**src/rtl/pipe_stage_pkg.sv**
```systemverilog
// Shared types and constants for the pipeline-stage register.
// Optional statistics ports are enabled with PIPE_STAGE_STATS_EN (see pipe_stage_reg).
package pipe_stage_pkg;

  typedef enum logic [1:0] {
    EMPTY = 2'b00,
    HALF  = 2'b01,
    FULL  = 2'b10
  } occ_t;

  localparam int unsigned CNT_W = 32;

endpackage

```
**src/rtl/pipe_stage_slot.sv**
```systemverilog
// One storage slot of a pipeline stage: datapath + controller bundle with
// load enable; clear forces only the controller bits to the bubble value.
module pipe_stage_slot
  import pipe_stage_pkg::*;
#(
  parameter int unsigned           DP_W      = 133,
  parameter int unsigned           CR_W      = 3,
  parameter logic [CR_W-1:0]       CR_BUBBLE = '0
) (
  input  logic            clk,
  input  logic            rst,
  input  logic            load,
  input  logic            clear,
  input  logic [DP_W-1:0] in_dp,
  input  logic [CR_W-1:0] in_cr,
  output logic [DP_W-1:0] dp,
  output logic [CR_W-1:0] cr
);

  always_ff @(posedge clk or posedge rst) begin
    if (rst) begin
      dp <= '0;
      cr <= CR_BUBBLE;
    end else if (clear) begin
      cr <= CR_BUBBLE;
    end else if (load) begin
      dp <= in_dp;
      cr <= in_cr;
    end
  end

endmodule

```
**src/rtl/pipe_stage_reg.sv**
```systemverilog
// Pipeline-stage register with valid/ready handshake, two-entry skid buffer
// and flush. Define PIPE_STAGE_STATS_EN to add stall_cnt/flush_cnt ports.
module pipe_stage_reg
  import pipe_stage_pkg::*;
#(
  parameter int unsigned     DP_W      = 133,
  parameter int unsigned     CR_W      = 3,
  parameter logic [CR_W-1:0] CR_BUBBLE = '0
) (
  input  logic             clk,
  input  logic             rst,
  input  logic             in_valid,
  output logic             in_ready,
  input  logic [DP_W-1:0]  in_dp,
  input  logic [CR_W-1:0]  in_cr,
  output logic             out_valid,
  input  logic             out_ready,
  output logic [DP_W-1:0]  out_dp,
  output logic [CR_W-1:0]  out_cr,
  input  logic             flush
`ifdef PIPE_STAGE_STATS_EN
  ,
  output logic [CNT_W-1:0] stall_cnt,
  output logic [CNT_W-1:0] flush_cnt
`endif
);

  occ_t            state, state_nx;
  logic            in_ready_q;
  logic            accept, emit;
  logic            main_ld, skid_ld, main_from_skid;
  logic [DP_W-1:0] main_dp, skid_dp, main_in_dp;
  logic [CR_W-1:0] main_cr, skid_cr, main_in_cr;

  assign in_ready  = in_ready_q;
  assign out_valid = (state != EMPTY);
  assign accept    = in_valid & in_ready_q;
  assign emit      = out_valid & out_ready;

  always_ff @(posedge clk or posedge rst) begin
    if (rst) begin
      state      <= EMPTY;
      in_ready_q <= 1'b1;
    end else begin
      state      <= state_nx;
      in_ready_q <= (state_nx != FULL);
    end
  end

  always_comb begin
    state_nx       = state;
    main_ld        = 1'b0;
    skid_ld        = 1'b0;
    main_from_skid = 1'b0;
    if (flush) begin
      state_nx = EMPTY;
    end else begin
      unique case (state)
        EMPTY: begin
          if (accept) begin
            main_ld  = 1'b1;
            state_nx = HALF;
          end
        end
        HALF: begin
          if (accept && !emit) begin
            skid_ld  = 1'b1;
            state_nx = FULL;
          end else if (accept && emit) begin
            main_ld = 1'b1;
          end else if (emit) begin
            state_nx = EMPTY;
          end
        end
        FULL: begin
          // in_ready is low here, so the only possible move is skid -> main
          if (emit) begin
            main_ld        = 1'b1;
            main_from_skid = 1'b1;
            state_nx       = HALF;
          end
        end
        default: state_nx = EMPTY;
      endcase
    end
  end

  assign main_in_dp = main_from_skid ? skid_dp : in_dp;
  assign main_in_cr = main_from_skid ? skid_cr : in_cr;

  pipe_stage_slot #(
    .DP_W      (DP_W),
    .CR_W      (CR_W),
    .CR_BUBBLE (CR_BUBBLE)
  ) u_main (
    .clk   (clk),
    .rst   (rst),
    .load  (main_ld),
    .clear (flush),
    .in_dp (main_in_dp),
    .in_cr (main_in_cr),
    .dp    (main_dp),
    .cr    (main_cr)
  );

  pipe_stage_slot #(
    .DP_W      (DP_W),
    .CR_W      (CR_W),
    .CR_BUBBLE (CR_BUBBLE)
  ) u_skid (
    .clk   (clk),
    .rst   (rst),
    .load  (skid_ld),
    .clear (flush),
    .in_dp (in_dp),
    .in_cr (in_cr),
    .dp    (skid_dp),
    .cr    (skid_cr)
  );

  // main cr is stale after a drain to EMPTY, so mask it with the bubble
  assign out_dp = main_dp;
  assign out_cr = out_valid ? main_cr : CR_BUBBLE;

`ifdef PIPE_STAGE_STATS_EN
  logic [CNT_W-1:0] stall_cnt_q, flush_cnt_q;

  always_ff @(posedge clk or posedge rst) begin
    if (rst) begin
      stall_cnt_q <= '0;
      flush_cnt_q <= '0;
    end else begin
      if (out_valid && !out_ready && (stall_cnt_q != '1))
        stall_cnt_q <= stall_cnt_q + 1'b1;
      if (flush && (flush_cnt_q != '1))
        flush_cnt_q <= flush_cnt_q + 1'b1;
    end
  end

  assign stall_cnt = stall_cnt_q;
  assign flush_cnt = flush_cnt_q;
`endif

endmodule

```
**config.mk**
```make
export PLATFORM = sky130hd
export DESIGN_NAME = pipe_stage_reg
export DESIGN_NICKNAME = d
export VERILOG_FILES = /design/src/rtl/pipe_stage_pkg.sv /design/src/rtl/pipe_stage_slot.sv /design/src/rtl/pipe_stage_reg.sv
export SDC_FILE = /design/constraint.sdc
export NUM_CORES = 1
export LEC_CHECK = 0
export CORE_AREA = 2 2 199 201
export DETAILED_ROUTE_END_ITERATION = 7
export DIE_AREA = 0 0 201 203
export PLACE_DENSITY_LB_ADDON = 0.1
export SLEW_MARGIN = 20
export SYNTH_ARGS = -nofsm -noshare
export SYNTH_HDL_FRONTEND = slang
export SYNTH_HIERARCHICAL = 1
export SYNTH_SLANG_ARGS = --single-unit
```
**constraint.sdc**
```tcl
create_clock -name clk -period 12.75 [get_ports clk]
set_clock_uncertainty 0.2 [all_clocks]
set_input_delay 1.9125 -clock clk [delete_from_list [all_inputs] [get_ports clk]]
set_output_delay 1.9125 -clock clk [all_outputs]
set_load 0.01 [all_outputs]
```
==> results.txt <==
----------------------------------------------------
[Power and ir drop]
  Max VDD drop ... approximately 0.097 mV
  Sum of internal, switching and leakage power ... roughly 2.8 mW
  Total power divided by cell area ... around 160 nW/um^2
  Standby leakage power ... between 7 and 8 nW

[Clocking]
  Maximum level of the CTS H-tree ... 1
  CTS clock-pin slew for the worst setup and hold paths ... about 0.06 ns
  Cell at the root of the clock tree ... sky130_fd_sc_hd__clkbuf_16
  CTS sink cnt ... 275
  Clock latency on the worst-skew pair ... approximately 0.55 ns
  CTS Buf Count ... 31
  Number of setup buffers added after CTS ... 0
  CTS max path bufs ... 3
  Gates resized, CTS repair ... 0
  Number of buffers inserted for hold repair after clock tree synthesis ... 0
  CTS tree ... built

[Yosys]
  Ranking of synthesized cells by area ... sky130_fd_sc_hd__dfrtp_1 51%, sky130_fd_sc_hd__mux2_4 30%, sky130_fd_sc_hd__mux2_2 11%
  Multiplexer fraction of the synthesized cell area ... 41.98%
  Most common flop cell mapped by yosys ... sky130_fd_sc_hd__dfrtp_1
  Share of synthesized area occupied by flip-flops and latches ... ~50%
  Mapped cell area ... 13350 um^2
  Cell accounting for the most synthesized area ... sky130_fd_sc_hd__dfrtp_1
  Synthesized-area fraction occupied by and/or/nand/nor cells ... less than 1%
  Flip-flop and latch count after synthesis ... about 280
  Synthesis warning total ... 6
  Average size of a mapped cell ... approximately 18 um^2
  Area share of xor/xnor cells in the synthesized design ... less than 1%
  Adder and majority cell fraction of the synthesized area ... 0%
  Count of flip-flops with a built-in enable after synthesis ... 0
  Area share of the leading cell type in the synthesized netlist ... between 50% and 60%
  Instance count of the mapped netlist ... 757
  Dominant combinational cell family by area after synthesis ... multiplexers
  Post-Syn Nets ... around 900
  Area fraction in compound gates after synthesis ... less than 1%
  Unique cell type count in the Yosys netlist ... 23
  Async set or reset register ratio after synthesis ... 100.0%

[Floorplanning]
  I/O pins ... between 200 and 300
  Total number of placement rows ... 72
  Standard cell core area ... approximately 38000 um^2
  Width of the die ... approximately 200 um
  DIE HEIGHT ... approximately 200 um
  Die area ... between 40000 and 50000 um^2
  Initial core utilization ... about a third

[Place]
  HPWL after detailed placement ... 18740 um
  Number of port buffers ... around 280
  Global placement routability congestion ... 0.6869
  Number of placed instances, taps included ... between 1500 and 2000

[Layout]
  Antenna diode count ... 0
  Fraction of final layout cells with drive strength greater than 1 ... 44.27%
  Post-layout net count ... approximately 1200
  Fill cell instance count of the final layout ... about 3500
  Core utilization of the finished layout ... 44.82%
  Relative area change from synthesis to final layout ... 29.10%
  Sequential standard cell area ... roughly 6900 um^2
  Commonest cells after routing, fill and taps aside ... 278 x sky130_fd_sc_hd__clkdlybuf4s50_1, 274 x sky130_fd_sc_hd__dfrtp_1, 269 x sky130_fd_sc_hd__mux2_4
  Filler-free cell count of the finished design ... 1573
  Most common cell after layout, fill and taps aside ... sky130_fd_sc_hd__clkdlybuf4s50_1
  Total area of multi-input combinational cells ... around 5800 um^2

[Route]
  Number of nets still failing antenna checks after routing ... 0
  Number of DRC violations after detailed routing ... 0
  Routed vias/inst ... approximately 4.5
  Violation count after the first detailed-routing iteration ... approximately 180
  Detail-routed net length per standard cell ... around 20 um
  Vias ... 7105
  Detailed-router iteration count before antenna repair ... 4
  DRT Wirelength ... ~31000 um

[Hold path]
  Hold Startpoint ... u_skid/dp[19]$_DFFE_PP0P_
  Sink of the worst hold path ... u_skid/dp[19]$_DFFE_PP0P_
  Cells on Worst Hold Path ... 1
  Hold crit path type ... flip-flop to flip-flop

[Timing]
  Slew @ Worst Pin ... 1.103 ns
  Share of the clock period used by the worst path after layout ... between 40% and 50%
  Minimum period implied by the final worst setup slack ... about 5.2 ns
  Unrepaired setup endpoints after global routing ... no
  Setup Total Neg Slack ... 0 ns
  Max Fclk ... 192.9 MHz
  Rel. slew slack ... between 20% and 30%
  Number of failing setup endpoints in the final timing report ... 0
  Hold slack ... between 0.3 and 0.4 ns
  Max Transition Viols Final ... 0
  Number of endpoints with negative hold slack in the final report ... 0

[Job]
  Maximum capacitance violations ... 0

[Setup path]
  Required @ worst endpoint ... 12.99 ns
  Critical register-to-register path endpoint ... u_main/dp[30]$_DFFE_PP0P_
  RR Startpoint ... in_ready$_DFF_PP1_
  Highest-delay cell along the critical path ... sky130_fd_sc_hd__nor2b_4
  Worst reg2reg setup slack ... around 9.0 ns
  Crit path max fanout ... between 60 and 70
  Critical setup path kind ... input port to flip-flop
  Reg2reg path depth ... 6
  Cells along the critical path ... clkdlybuf4s50_1 -> a21oi_1 -> nor2b_4 -> buf_4 -> mux2_2
  Stage delay of the slowest cell on the critical path ... 0.91 ns
  Sort of element at the start of the critical path ... input port
  Endpoint kind of the worst setup timing path ... flip-flop
  Worst endpoint data arrival time ... approximately 5.4 ns

[GRT]
  Wire length of the first global-routing pass ... ~48000 um
  Gr ovfl total ... 0
  Antenna violations before repair ... 2
  Number of global-route vias before repair ... approximately 7700
  Pin count of the biggest net entering global routing ... 134
  Global Route Usage Sum ... around 15%

[Run status]
  Result of the run ... completed

----------------------------------------------------
==> final cells by class <==
type                            count  area share (%)
Clock inverter                     12          0.9290
Timing Repair Buffer              286           16.63
Clock buffer                       45           5.211
Inverter                            4          0.1451
Multi-Input combinational cell    433           33.40
Tap cell                          518           3.759
Sequential cell                   275           39.92
==> critical path, delay by kind of cell <==
kind            cells  cell delay, ns
mux                 1            0.42
simple gates        1            0.91
buf+inv             2            1.56
compound gates      1            0.51
==> sequential cells by signal, summed over array words and instances, names as in the netlist <==
signal / count
in_ready: 1
state: 2
u_main/cr: 3
u_main/dp: 133
u_skid/cr: 3
u_skid/dp: 133
==> synth_stat cells, types with 2 or more instances <==
cell type,number
sky130_fd_sc_hd__buf_12,27
sky130_fd_sc_hd__buf_4,12
sky130_fd_sc_hd__buf_6,6
sky130_fd_sc_hd__dfrtp_1,274
sky130_fd_sc_hd__inv_1,4
sky130_fd_sc_hd__mux2_2,133
sky130_fd_sc_hd__mux2_4,269
sky130_fd_sc_hd__mux2i_1,7
sky130_fd_sc_hd__nand2_1,2
sky130_fd_sc_hd__nor2_1,7
sky130_fd_sc_hd__nor2b_1,3
sky130_fd_sc_hd__nor2b_4,2
==> through the flow <==
stage / worst slack (ns) / instance area [um^2]
after floorplan: 6.998 / 13350
after global placement: 7.016 / 16160
after detailed placement: 6.971 / 16160
after CTS: 7.551 / 17220
after global routing: 7.354 / 17240
final: 7.567 / 17240
==> routing by layer <==
metal | vias to the layer above | track usage [%] | share of wire [%]
li1 | 3259 | - | -
met5 | - | 0 | 0.088
met2 | 172 | 23.12 | 45
met1 | 3626 | 20.23 | 46
met3 | 44 | 5.313 | 7.3
met4 | 4 | 3.069 | 1.9
==> cell families after synthesis <==
kind of cell,count (synthesis)
mux,409
xor+xnor,1
flops,275
compound gates,2
buf+inv,49
simple gates,21
==> how the worst max path moves through the flow <==
stage / startpoint / slack, ns / cells after the start / endpoint
6_report: flush / 7.57 / 5 / u_main/dp[30]$_DFFE_PP0P_
5_1_grt: flush / 7.35 / 5 / u_main/dp[39]$_DFFE_PP0P_
3_3_place_gp: flush / 7.02 / 5 / u_main/dp[37]$_DFFE_PP0P_
4_1_cts: flush / 7.55 / 5 / u_main/dp[30]$_DFFE_PP0P_
3_5_place_dp: flush / 6.97 / 5 / u_main/dp[30]$_DFFE_PP0P_
2_1_floorplan: rst / 7.00 / 1 / u_main/cr[0]$_DFFE_PP0P_
==> report_power, final <==
group	leakage [nW]	total (mW)	internal, mW	switching, mW
registers	3.41	1.19	1.08	0.111
logic	3.98	0.681	0.463	0.218
clock network	0.528	0.923	0.565	0.358
Power figures use the tool's default switching activity.
==> variant 1: new RTL, same settings <==
`CR_W` is set to 3 in 2 places; all go to 6.
--- a/src/rtl/pipe_stage_slot.sv
+++ b/src/rtl/pipe_stage_slot.sv
@@ -5,5 +5,5 @@
 #(
   parameter int unsigned           DP_W      = 133,
-  parameter int unsigned           CR_W      = 3,
+  parameter int unsigned           CR_W      = 6,
   parameter logic [CR_W-1:0]       CR_BUBBLE = '0
 ) (
--- a/src/rtl/pipe_stage_reg.sv
+++ b/src/rtl/pipe_stage_reg.sv
@@ -5,5 +5,5 @@
 #(
   parameter int unsigned     DP_W      = 133,
-  parameter int unsigned     CR_W      = 3,
+  parameter int unsigned     CR_W      = 6,
   parameter logic [CR_W-1:0] CR_BUBBLE = '0
 ) (
Ports: changed (resized in_cr and out_cr); port bits go from 279 to 285. The function was not compared with the original's and may differ.
==> variant 1 against the original RTL <==
  * Total power rose by 1.8%
  * Setup slack improved by 84 ps
  * Synthesized area fell by 0.71%
  * Largest power group unchanged
  * First-iteration DRC count rose by 12%
  * Hold slack got worse by 0.59 ps
  * Largest cell class unchanged
  * Core utilization rose by 0.75 points
  * Sequential cell count rose by 6
  * Design area rose by 1.7%
  * Critical path depth did not move
  * Routed wire length fell by 0.11%
  * Count of clock-buffer cells in the layout rose by 6
==> variant 1: results (changes against the original RTL) <==
stage	metric	value	unit	change
run_status	outcome	complete, no violations		
logic_synthesis	post-synthesis cell type count	22		-4.3%
global_routing	number of global-route vias before repair	8029		+4.2%
min_path	HP Class	reg2reg		
placement	placed cells	1546		+2.0%
logic_synthesis	Post-Syn Nets	928		+3.3%
global_routing	largest net degree at the start of global routing	134		unchanged
detailed_routing	routed length per placed instance	19.0	um	-2.0%
setup_path	CP Max Fanout	133		+120%
cts	Hold Buf Count CTS	0		unchanged
logic_synthesis	Syn Area/Cell	16.9	um^2	-4.1%
placement	DP HPWL	18500	um	-1.5%
cts	# H-tree levels	2		+1
layout	nets@finish	1208		+3.1%
layout	share of cells above drive strength 1	43.2	%	-1.1 points
setup_path	Arrival @ worst endpoint	5310	ps	-110 ps
logic_synthesis	ys async rst share	100	%	unchanged
placement	dpl ws	7180	ps	+209 ps
detailed_routing	Routed WL	30600	um	-0.11%
placement	routability cong.	0.694		+1.0%
setup_path	critical path's slowest cell	a21oi_1		
logic_synthesis	Post-synth top cells	dfrtp_1 (280), mux2_4 (239), mux2_2 (166)		
logic_synthesis	dominant cells by area after synthesis	dfrtp_1 (53%), mux2_4 (27%), mux2_2 (14%), buf_6 (2.6%), mux2i_1 (0.98%)		
placement	port bufs	284		+2.2%
cts	TritonCTS Buffers	34		+9.7%
power	Leakage Power	0.00792	uW	about the same
cts	clk root buf	clkbuf_16		
logic_synthesis	synth warn	6		unchanged
global_routing	first-pass GRT wire length	48200	um	+1.1%
cts	clk slew on worst S/H paths	50	ps	
detailed_routing	Vias	7359		+3.6%
global_routing	GR Util All Layers	15.2	%	+0.24 points
power	maximum vdd drop	0.0972	mV	+0.48%
layout	Fill cells	3480		unchanged
setup_path	Worst path max stage delay	890	ps	-20 ps
global_routing	initial antenna violation count	5		+3
detailed_routing	DRT iter0 DRCs	203		+12%
cts	clock latency on the worst-skew pair	530	ps	-20 ps
timing	Max transition margin	18.7	%	-7.8 points
logic_synthesis	post-synthesis sequential area ratio	53.0	%	+1.5 points
==> variant 1: worst paths after layout <==
path	cells after the start	slack, ps	end	startpoint
setup / recovery	5	7650	u_main/dp[4]	flush
hold / removal	1	300	u_skid/dp[14]	u_skid/dp[14]
setup reg to reg	6	9330	u_main/dp[4]	in_ready
hold reg to reg	1	300	u_skid/dp[14]	u_skid/dp[14]
max in group asynchronous	3	9290	u_main/dp[117]	rst
min in group asynchronous	2	1590	state[0]	rst
==> variant 1: cell families after synthesis <==
group,after synthesis,synth area share (%)
AO/OA/AOI/OAI,2,0.0944
buffers and inverters,52,3.39
multiplexers,418,42.1
AND/OR/NAND/NOR,30,1.26
XOR/XNOR,1,0.0661
flip-flops,281,53.0
==> variant 1: cell type report <==
type	instances	area (um^2)	share of cell area (%)
flip-flops and latches	281	7030	40.1
multi-input cells	451	5780	33.0
repair buffers	292	2940	16.8
clock buffers	51	1050	5.98
well taps	518	648	3.70
clock inverters	5	50.0	0.286
inverters	4	25.0	0.143
diodes	2	5.00	0.0286
==> variant 1: per-layer routing <==
layer / track usage (%) / routed length, um / vias up
li1: - / - / 3353
met1: 19.8 / 13800 / 3755
met2: 22.9 / 13500 / 197
met3: 6.84 / 2730 / 46
met4: 3.97 / 520 / 8
met5: 0 / 47 / -
==> variant 1: per-stage QoR <==
stage | utilization [%] | cell area [um^2] | hold WS, ps | power [uW]
6_report | 45.6 | 17500 | 302 | 2840
5_1_grt | 45.6 | 17500 | 315 | 3000
4_1_cts | 45.6 | 17500 | 305 | 2900
2_1_floorplan | - | 13300 | 277 | 1560
3_5_place_dp | 42.7 | 16400 | 292 | 1910
3_3_place_gp | 42.7 | 16400 | 287 | 1900
==> variant 1: where the power goes <==
group	total (uW)	internal, uW	switching (uW)
clock	955	584	370
combinational	680	463	217
sequential	1210	1100	112
total	2840	2150	699
==> variant 1: worst max-delay path, delay by kind of cell <==
kind	cells	cell delay [ps]
muxes	1	430
buffers and inverters	2	1370
AOI/OAI and AO/OA	1	890
and+or+nand+nor	1	300
==> variant 2: new RTL, same settings <==
Without the edit above. Re-encode `occ_t` (3 values) as one-hot, 3 bits wide.
--- a/src/rtl/pipe_stage_pkg.sv
+++ b/src/rtl/pipe_stage_pkg.sv
@@ -3,8 +3,8 @@
 package pipe_stage_pkg;
 
-  typedef enum logic [1:0] {
-    EMPTY = 2'b00,
-    HALF  = 2'b01,
-    FULL  = 2'b10
+  typedef enum logic [2:0] {
+    EMPTY = 3'b001,
+    HALF  = 3'b010,
+    FULL  = 3'b100
   } occ_t;
 
Formal check against the unedited RTL: same outputs for any inputs over 4 cycles, from zero or initial values and one cycle with rst high; so few cycles prove little.
==> variant 2 against the original RTL <==
  * Synthesized area decreased by 3.7%
  * Setup slack worse by 120 ps
  * Sequential cell count grew 1
  * Design area is 1.9% lower
  * Routed wire length grew 0.72%
  * Die area unchanged
  * Total power fell by 6.4%
  * Final cell count grew 1.3%
  * Highest routed layer is now met4
==> variant 2: results (changes against the original RTL) <==
stage	metric	value	unit	change
run_status	outcome	complete, no violations		
logic_synthesis	post-synthesis sequential area ratio	53.7	%	+2.2 points
global_routing	number of global-route vias before repair	7988		+3.7%
global_routing	first-pass GRT wire length	48900	um	+2.6%
logic_synthesis	Syn Area/Cell	16.7	um^2	-5.2%
global_routing	largest net degree at the start of global routing	76		-43%
global_routing	met1 Use GR	21.0	%	+0.81 points
global_routing	met2 GRT Util	22.5	%	-0.61 points
setup_path	Arrival @ worst endpoint	5510	ps	+90 ps
cts	# H-tree levels	2		+1
logic_synthesis	dominant cells by area after synthesis	dfrtp_1 (53%), mux2_2 (19%), mux2_4 (16%), mux2_1 (3.5%), buf_12 (2.5%)		
placement	routability cong.	0.680		-1.0%
setup_path	Worst path max stage delay	870	ps	-40 ps
power	maximum vdd drop	0.0888	mV	-8.2%
power	Leakage Power	0.00735	uW	-7.2%
setup_path	critical path's slowest cell	buf_4		
global_routing	grt met3 use	5.20	%	-0.11 points
timing	Slew @ Worst Pin	1050	ps	-55.7 ps
setup_path	CP Max Fanout	56		-8.2%
global_routing	initial antenna violation count	3		+1
layout	share of cells above drive strength 1	40.3	%	-4.0 points
cts	clock latency on the worst-skew pair	520	ps	-30 ps
detailed_routing	DRT iter0 DRCs	176		-3.3%
logic_synthesis	post-synthesis cell type count	31		+35%
detailed_routing	routed length per placed instance	19.3	um	-0.55%
logic_synthesis	Post-synth top cells	dfrtp_1 (274), mux2_2 (222), mux2_4 (140)		
placement	DP HPWL	18800	um	+0.13%
layout	nets@finish	1189		+1.5%
cts	TritonCTS Buffers	35		+13%
detailed_routing	drt via density	4.56		+0.91%
placement	port bufs	278		unchanged
placement	dpl ws	6770	ps	-203 ps
global_routing	GR Util All Layers	15.4	%	+0.43 points
power	Cell Int Power	1960	uW	-6.9%
logic_synthesis	Post-Syn Nets	910		+1.3%
placement	placed cells	1528		+0.86%
layout	non-filler cells, final	1593		+1.3%
placement	dpl cell area	15800	um^2	-2.2%
## variant 2: worst paths after layout
| path | from | endpoint | slack, ps | cells after the start |
|---|---|---|---|---|
| min in group asynchronous | rst | state[1] | 1620 | 2 |
| max in group asynchronous | rst | u_skid/dp[14] | 9080 | 3 |
| worst max-delay path | flush | u_skid/dp[53] | 7450 | 6 |
| worst max register to register | state[0] | u_main/dp[132] | 8940 | 7 |
| worst min-delay path | u_skid/dp[19] | u_skid/dp[19] | 300 | 1 |
| worst min register to register | u_skid/dp[19] | u_skid/dp[19] | 300 | 1 |
## variant 2: cells by family after synthesis
group / synth area share (%)
simple gates: 1.57
mux: 39.8
compound gates: 0.379
flops: 53.7
buf+inv: 4.51
## variant 2: cell type report
class	instances	area (um^2)
Fill cell	3522	21500
Sequential cell	276	6910
Multi-Input combinational cell	443	5370
Timing Repair Buffer	288	2870
Clock buffer	53	1050
Tap cell	518	648
Clock inverter	8	40.0
Inverter	4	25.0
Antenna cell	3	7.51
## variant 2: power by group through the flow
stage	Combinational, uW	Clock (uW)	Sequential [uW]
after global routing	620	1020	1110
after detailed placement	590	0	1100
final	583	945	1090
after global placement	588	0	1100
after CTS	593	986	1090
after floorplan	212	0	1150
## variant 2: stage by stage
step                      utilization (%)  power [uW]
final                                44.0        2620
after global routing                 44.0        2750
after CTS                            43.9        2670
after detailed placement             41.1        1690
after global placement               41.1        1690
after floorplan                         -        1360
## variant 2: metal layers
metal | up-vias | share of wire [%]
li1 | 3331 | -
met1 | 3688 | 47
met2 | 194 | 43
met3 | 48 | 7.2
met4 | 0 | 2.5
met5 | - | 0
## variant 2: worst reg2reg max path, stage by stage (launching register included)
cell     delay [ps]
dfstp_2         570
nor2b_1         260
o21ai_0         130
a21oi_1         400
nor2b_4         240
buf_4           490
buf_4           870
mux2_2          530
